===== config.mk =====
export PLATFORM = sky130hd
export DESIGN_NAME = conv_host_ctrl
export DESIGN_NICKNAME = d
export VERILOG_FILES = /design/src/rtl/conv_host_ctrl.sv
export SDC_FILE = /design/constraint.sdc
export NUM_CORES = 1
export LEC_CHECK = 0
export CORE_MARGIN = 2
export CORE_UTILIZATION = 56
export DETAILED_ROUTE_END_ITERATION = 8
export GPL_TIMING_DRIVEN = 0
export PLACE_DENSITY = 0.91
export REMOVE_ABC_BUFFERS = 1
export SYNTH_ARGS = -nofsm -noshare
export SYNTH_HDL_FRONTEND = slang
export SYNTH_SLANG_ARGS = --single-unit
export TNS_END_PERCENT = 100

===== constraint.sdc =====
create_clock -name clk -period 4.6 [get_ports clk]
set_input_delay 0.69 -clock clk [delete_from_list [all_inputs] [get_ports clk]]
set_output_delay 0.69 -clock clk [all_outputs]
set_load 0.02 [all_outputs]

===== src/rtl/conv_host_ctrl.sv =====
// Host-side sequencer for the binary 3x3 convolution accelerator: loads an image batch,
// writes terminator and weight, runs the accelerator, then streams result rows back.
module conv_host_ctrl #(
  parameter int ADDR_W = 12,
  parameter int MAX_IN = 4094
) (
  input  logic              clk,
  input  logic              reset_b,
  input  logic              start,
  input  logic [8:0]        weight,
  input  logic              in_valid,
  output logic              in_ready,
  input  logic [15:0]       in_data,
  input  logic              in_last,
  output logic              res_valid,
  input  logic              res_ready,
  output logic [15:0]       res_data,
  output logic              res_last,
  output logic              busy,
  output logic              done,
  output logic              err,
  output logic              isram_we,
  output logic [ADDR_W-1:0] isram_addr,
  output logic [15:0]       isram_wdata,
  output logic              wmem_we,
  output logic [ADDR_W-1:0] wmem_addr,
  output logic [15:0]       wmem_wdata,
  output logic [ADDR_W-1:0] osram_addr,
  input  logic [15:0]       osram_rdata,
  output logic              dut_run,
  input  logic              dut_busy
);

  localparam logic [2:0] S_IDLE  = 3'd0;
  localparam logic [2:0] S_LOAD  = 3'd1;
  localparam logic [2:0] S_TERM  = 3'd2;
  localparam logic [2:0] S_WGT   = 3'd3;
  localparam logic [2:0] S_RUN   = 3'd4;
  localparam logic [2:0] S_WAIT  = 3'd5;
  localparam logic [2:0] S_DRAIN = 3'd6;
  localparam logic [2:0] S_DONE  = 3'd7;

  localparam logic [1:0] P_LAT  = 2'd0;
  localparam logic [1:0] P_CAP  = 2'd1;
  localparam logic [1:0] P_HOLD = 2'd2;

  localparam logic [ADDR_W-1:0] ADDR_ZERO = {ADDR_W{1'b0}};
  localparam logic [ADDR_W-1:0] ADDR_ONE  = {{(ADDR_W-1){1'b0}}, 1'b1};
  localparam logic [ADDR_W-1:0] ADDR_TWO  = {{(ADDR_W-2){1'b0}}, 2'b10};
  localparam logic [ADDR_W-1:0] MAX_ADDR  = ADDR_W'(MAX_IN);
  localparam logic [15:0]       TERM_WORD = 16'h00FF;

  function automatic logic dim_ok(input logic [15:0] d);
    return (d == 16'd10) || (d == 16'd12) || (d == 16'd16);
  endfunction

  logic [2:0]        state_r;
  logic [1:0]        phase_r;
  logic [ADDR_W-1:0] waddr_r;
  logic [ADDR_W-1:0] nrows_r;
  logic [ADDR_W-1:0] rd_idx_r;
  logic [4:0]        rows_left_r;
  logic [1:0]        wait_cnt_r;
  logic              seen_rise_r;
  logic [8:0]        weight_r;
  logic              in_ready_r, res_valid_r, res_last_r, busy_r, done_r, err_r;
  logic              isram_we_r, wmem_we_r, dut_run_r;
  logic [15:0]       res_data_r, isram_wdata_r, wmem_wdata_r;
  logic [ADDR_W-1:0] isram_addr_r, wmem_addr_r, osram_addr_r;

  logic accept_s;
  logic hdr_phase_s;
  logic word_err_s;

  // Classify the word on the input port; a header is expected whenever no rows are pending.
  always_comb begin
    accept_s    = 1'b0;
    hdr_phase_s = (rows_left_r == 5'd0);
    word_err_s  = 1'b0;
    if ((state_r == S_LOAD) && in_ready_r && in_valid) begin
      accept_s = 1'b1;
    end else begin
      accept_s = 1'b0;
    end
    if (waddr_r > MAX_ADDR) begin
      word_err_s = 1'b1;
    end else if (hdr_phase_s) begin
      word_err_s = !dim_ok(in_data) || in_last;
    end else begin
      word_err_s = in_last && (rows_left_r != 5'd1);
    end
  end

  // Sequencer: every output is a register so SRAM and accelerator see clean timing.
  always_ff @(posedge clk or negedge reset_b) begin
    if (!reset_b) begin
      state_r       <= S_IDLE;
      phase_r       <= P_LAT;
      waddr_r       <= ADDR_ZERO;
      nrows_r       <= ADDR_ZERO;
      rd_idx_r      <= ADDR_ZERO;
      rows_left_r   <= 5'd0;
      wait_cnt_r    <= 2'd0;
      seen_rise_r   <= 1'b0;
      weight_r      <= 9'd0;
      in_ready_r    <= 1'b0;
      res_valid_r   <= 1'b0;
      res_last_r    <= 1'b0;
      res_data_r    <= 16'd0;
      busy_r        <= 1'b0;
      done_r        <= 1'b0;
      err_r         <= 1'b0;
      isram_we_r    <= 1'b0;
      isram_addr_r  <= ADDR_ZERO;
      isram_wdata_r <= 16'd0;
      wmem_we_r     <= 1'b0;
      wmem_addr_r   <= ADDR_ZERO;
      wmem_wdata_r  <= 16'd0;
      osram_addr_r  <= ADDR_ZERO;
      dut_run_r     <= 1'b0;
    end else begin
      isram_we_r <= 1'b0;
      wmem_we_r  <= 1'b0;
      dut_run_r  <= 1'b0;
      done_r     <= 1'b0;
      case (state_r)
        S_IDLE: begin
          if (start) begin
            busy_r      <= 1'b1;
            err_r       <= 1'b0;
            waddr_r     <= ADDR_ZERO;
            nrows_r     <= ADDR_ZERO;
            rows_left_r <= 5'd0;
            weight_r    <= weight;
            in_ready_r  <= 1'b1;
            state_r     <= S_LOAD;
          end
        end
        S_LOAD: begin
          if (accept_s) begin
            // Once in error, words are only absorbed until the batch ends.
            if (err_r || word_err_s) begin
              err_r <= 1'b1;
              if (in_last) begin
                in_ready_r <= 1'b0;
                state_r    <= S_DONE;
              end
            end else begin
              isram_we_r    <= 1'b1;
              isram_addr_r  <= waddr_r;
              isram_wdata_r <= in_data;
              waddr_r       <= waddr_r + ADDR_ONE;
              if (hdr_phase_s) begin
                rows_left_r <= in_data[4:0];
                nrows_r     <= nrows_r + {{(ADDR_W-5){1'b0}}, in_data[4:0]} - ADDR_TWO;
              end else begin
                rows_left_r <= rows_left_r - 5'd1;
              end
              if (in_last) begin
                in_ready_r <= 1'b0;
                state_r    <= S_TERM;
              end
            end
          end
        end
        S_TERM: begin
          isram_we_r    <= 1'b1;
          isram_addr_r  <= waddr_r;
          isram_wdata_r <= TERM_WORD;
          state_r       <= S_WGT;
        end
        S_WGT: begin
          wmem_we_r    <= 1'b1;
          wmem_addr_r  <= ADDR_ONE;
          wmem_wdata_r <= {7'd0, weight_r};
          state_r      <= S_RUN;
        end
        S_RUN: begin
          dut_run_r   <= 1'b1;
          wait_cnt_r  <= 2'd0;
          seen_rise_r <= 1'b0;
          state_r     <= S_WAIT;
        end
        S_WAIT: begin
          // The window opens on the cycle dut_run is visible and spans four cycles.
          if (!seen_rise_r) begin
            if (dut_busy) begin
              seen_rise_r <= 1'b1;
            end else if (wait_cnt_r == 2'd3) begin
              err_r   <= 1'b1;
              state_r <= S_DONE;
            end else begin
              wait_cnt_r <= wait_cnt_r + 2'd1;
            end
          end else if (!dut_busy) begin
            if (nrows_r == ADDR_ZERO) begin
              state_r <= S_DONE;
            end else begin
              rd_idx_r     <= ADDR_ZERO;
              osram_addr_r <= ADDR_ZERO;
              phase_r      <= P_LAT;
              state_r      <= S_DRAIN;
            end
          end
        end
        S_DRAIN: begin
          case (phase_r)
            P_LAT: phase_r <= P_CAP;
            P_CAP: begin
              res_data_r  <= osram_rdata;
              res_valid_r <= 1'b1;
              res_last_r  <= (rd_idx_r == nrows_r - ADDR_ONE);
              phase_r     <= P_HOLD;
            end
            P_HOLD: begin
              if (res_ready) begin
                res_valid_r <= 1'b0;
                res_last_r  <= 1'b0;
                if (res_last_r) begin
                  state_r <= S_DONE;
                end else begin
                  rd_idx_r     <= rd_idx_r + ADDR_ONE;
                  osram_addr_r <= rd_idx_r + ADDR_ONE;
                  phase_r      <= P_LAT;
                end
              end
            end
            default: phase_r <= P_LAT;
          endcase
        end
        S_DONE: begin
          done_r  <= 1'b1;
          busy_r  <= 1'b0;
          state_r <= S_IDLE;
        end
        default: state_r <= S_IDLE;
      endcase
    end
  end

  assign in_ready    = in_ready_r;
  assign res_valid   = res_valid_r;
  assign res_data    = res_data_r;
  assign res_last    = res_last_r;
  assign busy        = busy_r;
  assign done        = done_r;
  assign err         = err_r;
  assign isram_we    = isram_we_r;
  assign isram_addr  = isram_addr_r;
  assign isram_wdata = isram_wdata_r;
  assign wmem_we     = wmem_we_r;
  assign wmem_addr   = wmem_addr_r;
  assign wmem_wdata  = wmem_wdata_r;
  assign osram_addr  = osram_addr_r;
  assign dut_run     = dut_run_r;

endmodule


==> After elaboration in Yosys (flattened, before gate mapping) <==
Index checks and enable logic that the tools add are counted.
{ "totals": {"reg_bits": 121, "inputBits": 48, "wordCells": 176} }
{ "op_classes": {"n_mux": 78, "n_reduce_logical": 32, "n_lt_le_gt_ge": 1, "eq_ne": 35, "add_sub_neg": 7} }
{ "op_table": {"columns": ["operator", "count"], "rows": [
  ["12-bit 2-to-1 mux", 14],
  ["12-bit one-hot mux with 2 select lines", 4],
  ["3-bit 2-to-1 mux", 12],
  ["16-bit by 4-bit == test with 1-bit output, second input constant", 2],
  ["16-bit 2-to-1 mux", 2],
  ["2-bit != test, second input constant", 16],
  ["16-bit one-hot mux with 2 select lines", 1],
  ["12-bit by 1-bit adder with 12-bit output, second input constant", 2],
  ["3-bit one-hot mux with 8 select lines", 1],
  ["1-bit 2-to-1 mux", 21],
  ["5-bit 2-to-1 mux", 4],
  ["16-bit by 5-bit == test with 1-bit output, second input constant", 1],
  ["2-bit 2-to-1 mux", 8],
  ["7-bit AND reduction", 2],
  ["12-bit by 5-bit adder with 12-bit output", 1],
  ["12-bit == test", 1],
  ["3-bit == test, second input constant", 4],
  ["12-bit > comparator, second input constant", 1],
  ["12-bit zero test", 1],
  ["1-bit one-hot mux with 2 select lines", 6],
  ["4-bit AND reduction", 3],
  ["2-bit nonzero test", 6],
  ["12-bit by 1-bit subtractor with 12-bit output, second input constant", 1],
  ["12-bit by 2-bit subtractor with 12-bit output, second input constant", 1],
  ["other kinds (25)", 38]
]} }

==> Depth between registers and ports, before layout <==
{ "logic_depth": {"word_depth": 11, "mapped_depth": 12, "depth_no_buf": 12} }

==> Worst setup path before layout <==
OpenSTA, ideal clock, no wires.
{ "synth_timing": {"kind": "input-to-reg", "start": "input port in_data[0]", "end": "register isram_addr_r[10] (netlist: isram_addr[10])", "n_path_buf": 1, "path_stages": 7, "required_time_ps": 4472, "slack_ps": 1480, "arrival_ps": 2992, "cell_sequence": "or4_1 or4_1 o31a_1 nor4_4 nor2_2 buf_2 mux2_1"} }
{ "synth_via": {"elab_chain_len": 10} }
{ "synth_rtl": {"columns": ["item", "line", "rtl"], "rows": [
  ["from (decl)", "13", "input logic [15:0] in_data,"],
  ["16-bit by 4-bit == test with 1-bit output", "54", "return (d == 16'd10) || (d == 16'd12) || (d == 16'd16);"],
  ["1-bit logical OR", "54", null],
  ["1-bit logical OR *", "54", null],
  ["1-bit zero test *", "88", "word_err_s = !dim_ok(in_data) || in_last;"],
  ["1-bit logical OR *", "88", null],
  ["1-bit 2-to-1 mux *", "87", "end else if (hdr_phase_s) begin"],
  ["1-bit 2-to-1 mux *", "85", "if (waddr_r > MAX_ADDR) begin"],
  ["1-bit logical OR *", "142", "if (err_r || word_err_s) begin"],
  ["2-bit != test (no line) *", null, null],
  ["3-bit AND reduction (no line) *", null, null],
  ["to (signal assigned)", "150", "isram_addr_r <= waddr_r;"],
  ["to (signal assigned)", "168", "isram_addr_r <= waddr_r;"],
  ["to (decl)", "69", "logic [ADDR_W-1:0] isram_addr_r, wmem_addr_r, osram_addr_r;"]
]} }
Every way passes the cells marked *; elsewhere a longest branch is shown, timed or not.
A chain may end at the register's enable or synchronous reset.

==> Final worst setup path <==
{ "layout_timing": {"start": "input port in_data[0]", "end": "register isram_addr_r[4] (netlist: isram_addr[4])"} }
Same word-level chain as after synthesis.

==> results_dict.tcl <==
set metrics [dict create \
    status "finished, final reports clean" \
    port_buffers 122 \
    dp_slack_ns -0.240 \
    fin_nets 876 \
    die_h_um 113 \
    grt_util_met2_pct 46.0 \
    diodes 0 \
    power_density_nw_per_um2 567 \
    critPathSlowestCell "nor4_4" \
    critPathCaptureType "register" \
    cp.required_ns 4.90 \
    cts_tree "done" \
    synth_area_um2 6690 \
    viasPerCell 5.98 \
    crit_type "in -> reg" \
    ff2ff_setup_slack_ns 1.11 \
    hold_buffers 0 \
    synth_edf_count 0 \
    setup_viol 0 \
    drc 0 \
    synth-async-reset-ratio_pct 100 \
    numCtsBuffers 17 \
    rows 39 \
    drt-pass1-iter-count 5 \
    num_vias 5652 \
    grt_pass1_vias 5566 \
    path_cells "clkdlybuf4s50_1 > or4_1 > or4_1 > o31a_1 > nor4_4 > nor2_2 > mux2_1" \
    slew-limit-headroom_pct 16.6 \
    overflow 0 \
    area_delta_synth_final_pct 28.9 \
    top_usage_layer "met2" \
    seq_area_frac_synth_pct 45.3 \
    clockRootBuffer "clkbuf_16" \
    vdd_drop_max_uv 237 \
    period_needed_ns 4.10 \
    cts.path.max_buffers 2 \
    use_met1_pct 33.2 \
    synth.area.top_cells "dfrtp_1 45%, ha_1 7.1%, mux2_2 6.4%, o21ai_0 3.5%, xnor2_1 3.0%" \
    setup_ws_ns 0.499 \
    routed_wl_mm 16.6 \
    initial_core_util_pct 58.1 \
    synth_top_flop_cell "dfrtp_1" \
    netlist_instances 670 \
    stdcell_count 945 \
    reg2reg_from "rows_left_r[1]" \
    clock_latency_ns 0.42 \
    clock_skew_ns 0.00470 \
    grt_max_degree 92 \
    ioPinCount 141 \
    leakagePower_nw 3.71 \
    cp_data_arrival_time_ns 4.40 \
    die_w_um 113 \
    slew_violations 0 \
    post_cts_resized 0 \
    place_congestion 0.896 \
    synth_top_cell_area_share_pct 45.3 \
    period_share_pct 89.1 \
    hold_class "in -> async" \
    ys_types 62 \
    cp_common_cell "or4_1" \
    grt_pass1_wl_mm 27.3 \
    synth_seq_cells 121 \
    ant_nets 0 \
    post_cts_buffers 0 \
    wire_per_inst_um 17.5 \
    clk_pin_slew_ns 0.06 \
    r2r_end "isram_addr[4]" \
    cp_max_fo 23 \
    yosysMostFrequentCell "dfrtp_1" \
    slowest_delay_ns 0.97 \
    dieArea_um2 12800 \
    cts_sinks 121 \
    synth_common_cells "121 x dfrtp_1, 51 x nand2_1, 49 x inv_1" \
    htreeDepth 4 \
    antenna_found_initial 0 \
    yosysWarnings 0 \
    power_mw 4.89 \
    critPathLaunchType "input port" \
    worstMarginPinSlew_ns 1.25 \
    layout-drive-gt1-share_pct 10.5 \
    syn_area_per_cell_um2 9.98 \
    track_usage_pct 26.7 \
    coreArea_um2 11500 \
    max_cap_viol_count 0 \
    drt_iter0_markers 350 \
    hold_viol 0 \
    r2r_cells 8 \
    rsz0062_at_grt "no" \
    yosysTopAreaCell "dfrtp_1" \
    tns_ns 0 \
    post-place-cells 912 \
    fmax_ghz 0.244 \
    hpwl_mm 11.7 \
    use_met3_pct 5.52 \
]
[placed cells by master (no fill, tap or decap), types with 8 or more instances in the layout]
cell type          n
dfrtp_1          121
clkdlybuf4s50_1  121
nand2_1           51
inv_1             49
o21ai_0           47
mux2_2            38
ha_1              38
nor2_1            28
a21oi_1           25
nand3_1           24
xnor2_1           23
nor3_1            20
conb_1            18
clkbuf_16         17
a31oi_1           12
o31ai_1           11
a22o_1            10
nor2b_1            8
nor4_1             8
or3_1              8
xor2_1             8
[where the power goes]
part	switching, mW	leakage, nW	internal (mW)
Combinational	1.03	1.88	0.808
Clock	0.493	0.297	0.959
Sequential	0.232	1.54	1.37
Total	1.76	3.71	3.14
[critical path: cells and delay by family]
kind | cells | cell delay, ns
AO/OA/AOI/OAI | 1 | 0.38
buffers and inverters | 1 | 0.55
multiplexers | 1 | 0.42
AND/OR/NAND/NOR | 4 | 2.35
[cell families (layout without fill, tap and decap cells)]
family | count (synthesis) | after routing | share of synthesized area [%]
AND/OR/NAND/NOR | 190 | 190 | 14.6
AO/OA/AOI/OAI | 151 | 151 | 14.7
flip-flops | 121 | 121 | 45.3
buffers and inverters | 91 | 206 | 6.14
multiplexers | 46 | 46 | 7.73
adder cells (fa/ha/maj) | 39 | 39 | 7.41
XOR/XNOR | 31 | 31 | 4.06
other | 1 | 18 | 0.0561
[area by class of cell]
cell class	count	area (um^2)
Multi-Input combinational cell	475	3310
Fill cell	810	2890
Clock buffer	17	425
Sequential cell	121	3030
Clock inverter	15	226
Timing Repair Buffer	125	1270
Inverter	49	184
Tap cell	143	179
[routing by layer]
metal,share of wire (%),vias to the layer above
met5,0,-
li1,-,2607
met4,1.9,0
met2,53,226
met3,5.0,39
met1,40,2780
[registers in the layout, summed over array words and instances (netlist names), 2 cells and up]
register     count
isram_addr      12
isram_wdata     16
nrows_r         12
osram_addr      12
phase_r          2
res_data        16
rows_left_r      5
state_r          3
waddr_r         12
wait_cnt_r       2
weight_r         9
wmem_wdata       9
[stage by stage]
stage	utilization (%)	area, um^2	hold slack (ns)
3_5_place_dp	69.1	7960	0.474
5_1_grt	74.9	8620	0.155
3_3_place_gp	68.8	7930	0.455
4_1_cts	74.8	8610	0.140
6_report	74.9	8620	0.136
2_1_floorplan	-	6530	0.394
[how the worst max path moves through the flow]
stage | endpoint | start | slack, ns | cells after the start
final | isram_addr[4] | in_data[0] | 0.50 | 7
after global routing | isram_addr[3] | in_data[0] | 0.40 | 7
after CTS | isram_addr[3] | in_data[0] | 0.16 | 7
after detailed placement | isram_addr[4] | in_data[0] | -0.24 | 7
after global placement | res_data[10] | reset_b | -1.64 | 1
after floorplan | isram_addr[10] | in_data[0] | 0.89 | 6
Power figures use the tool's default switching activity.
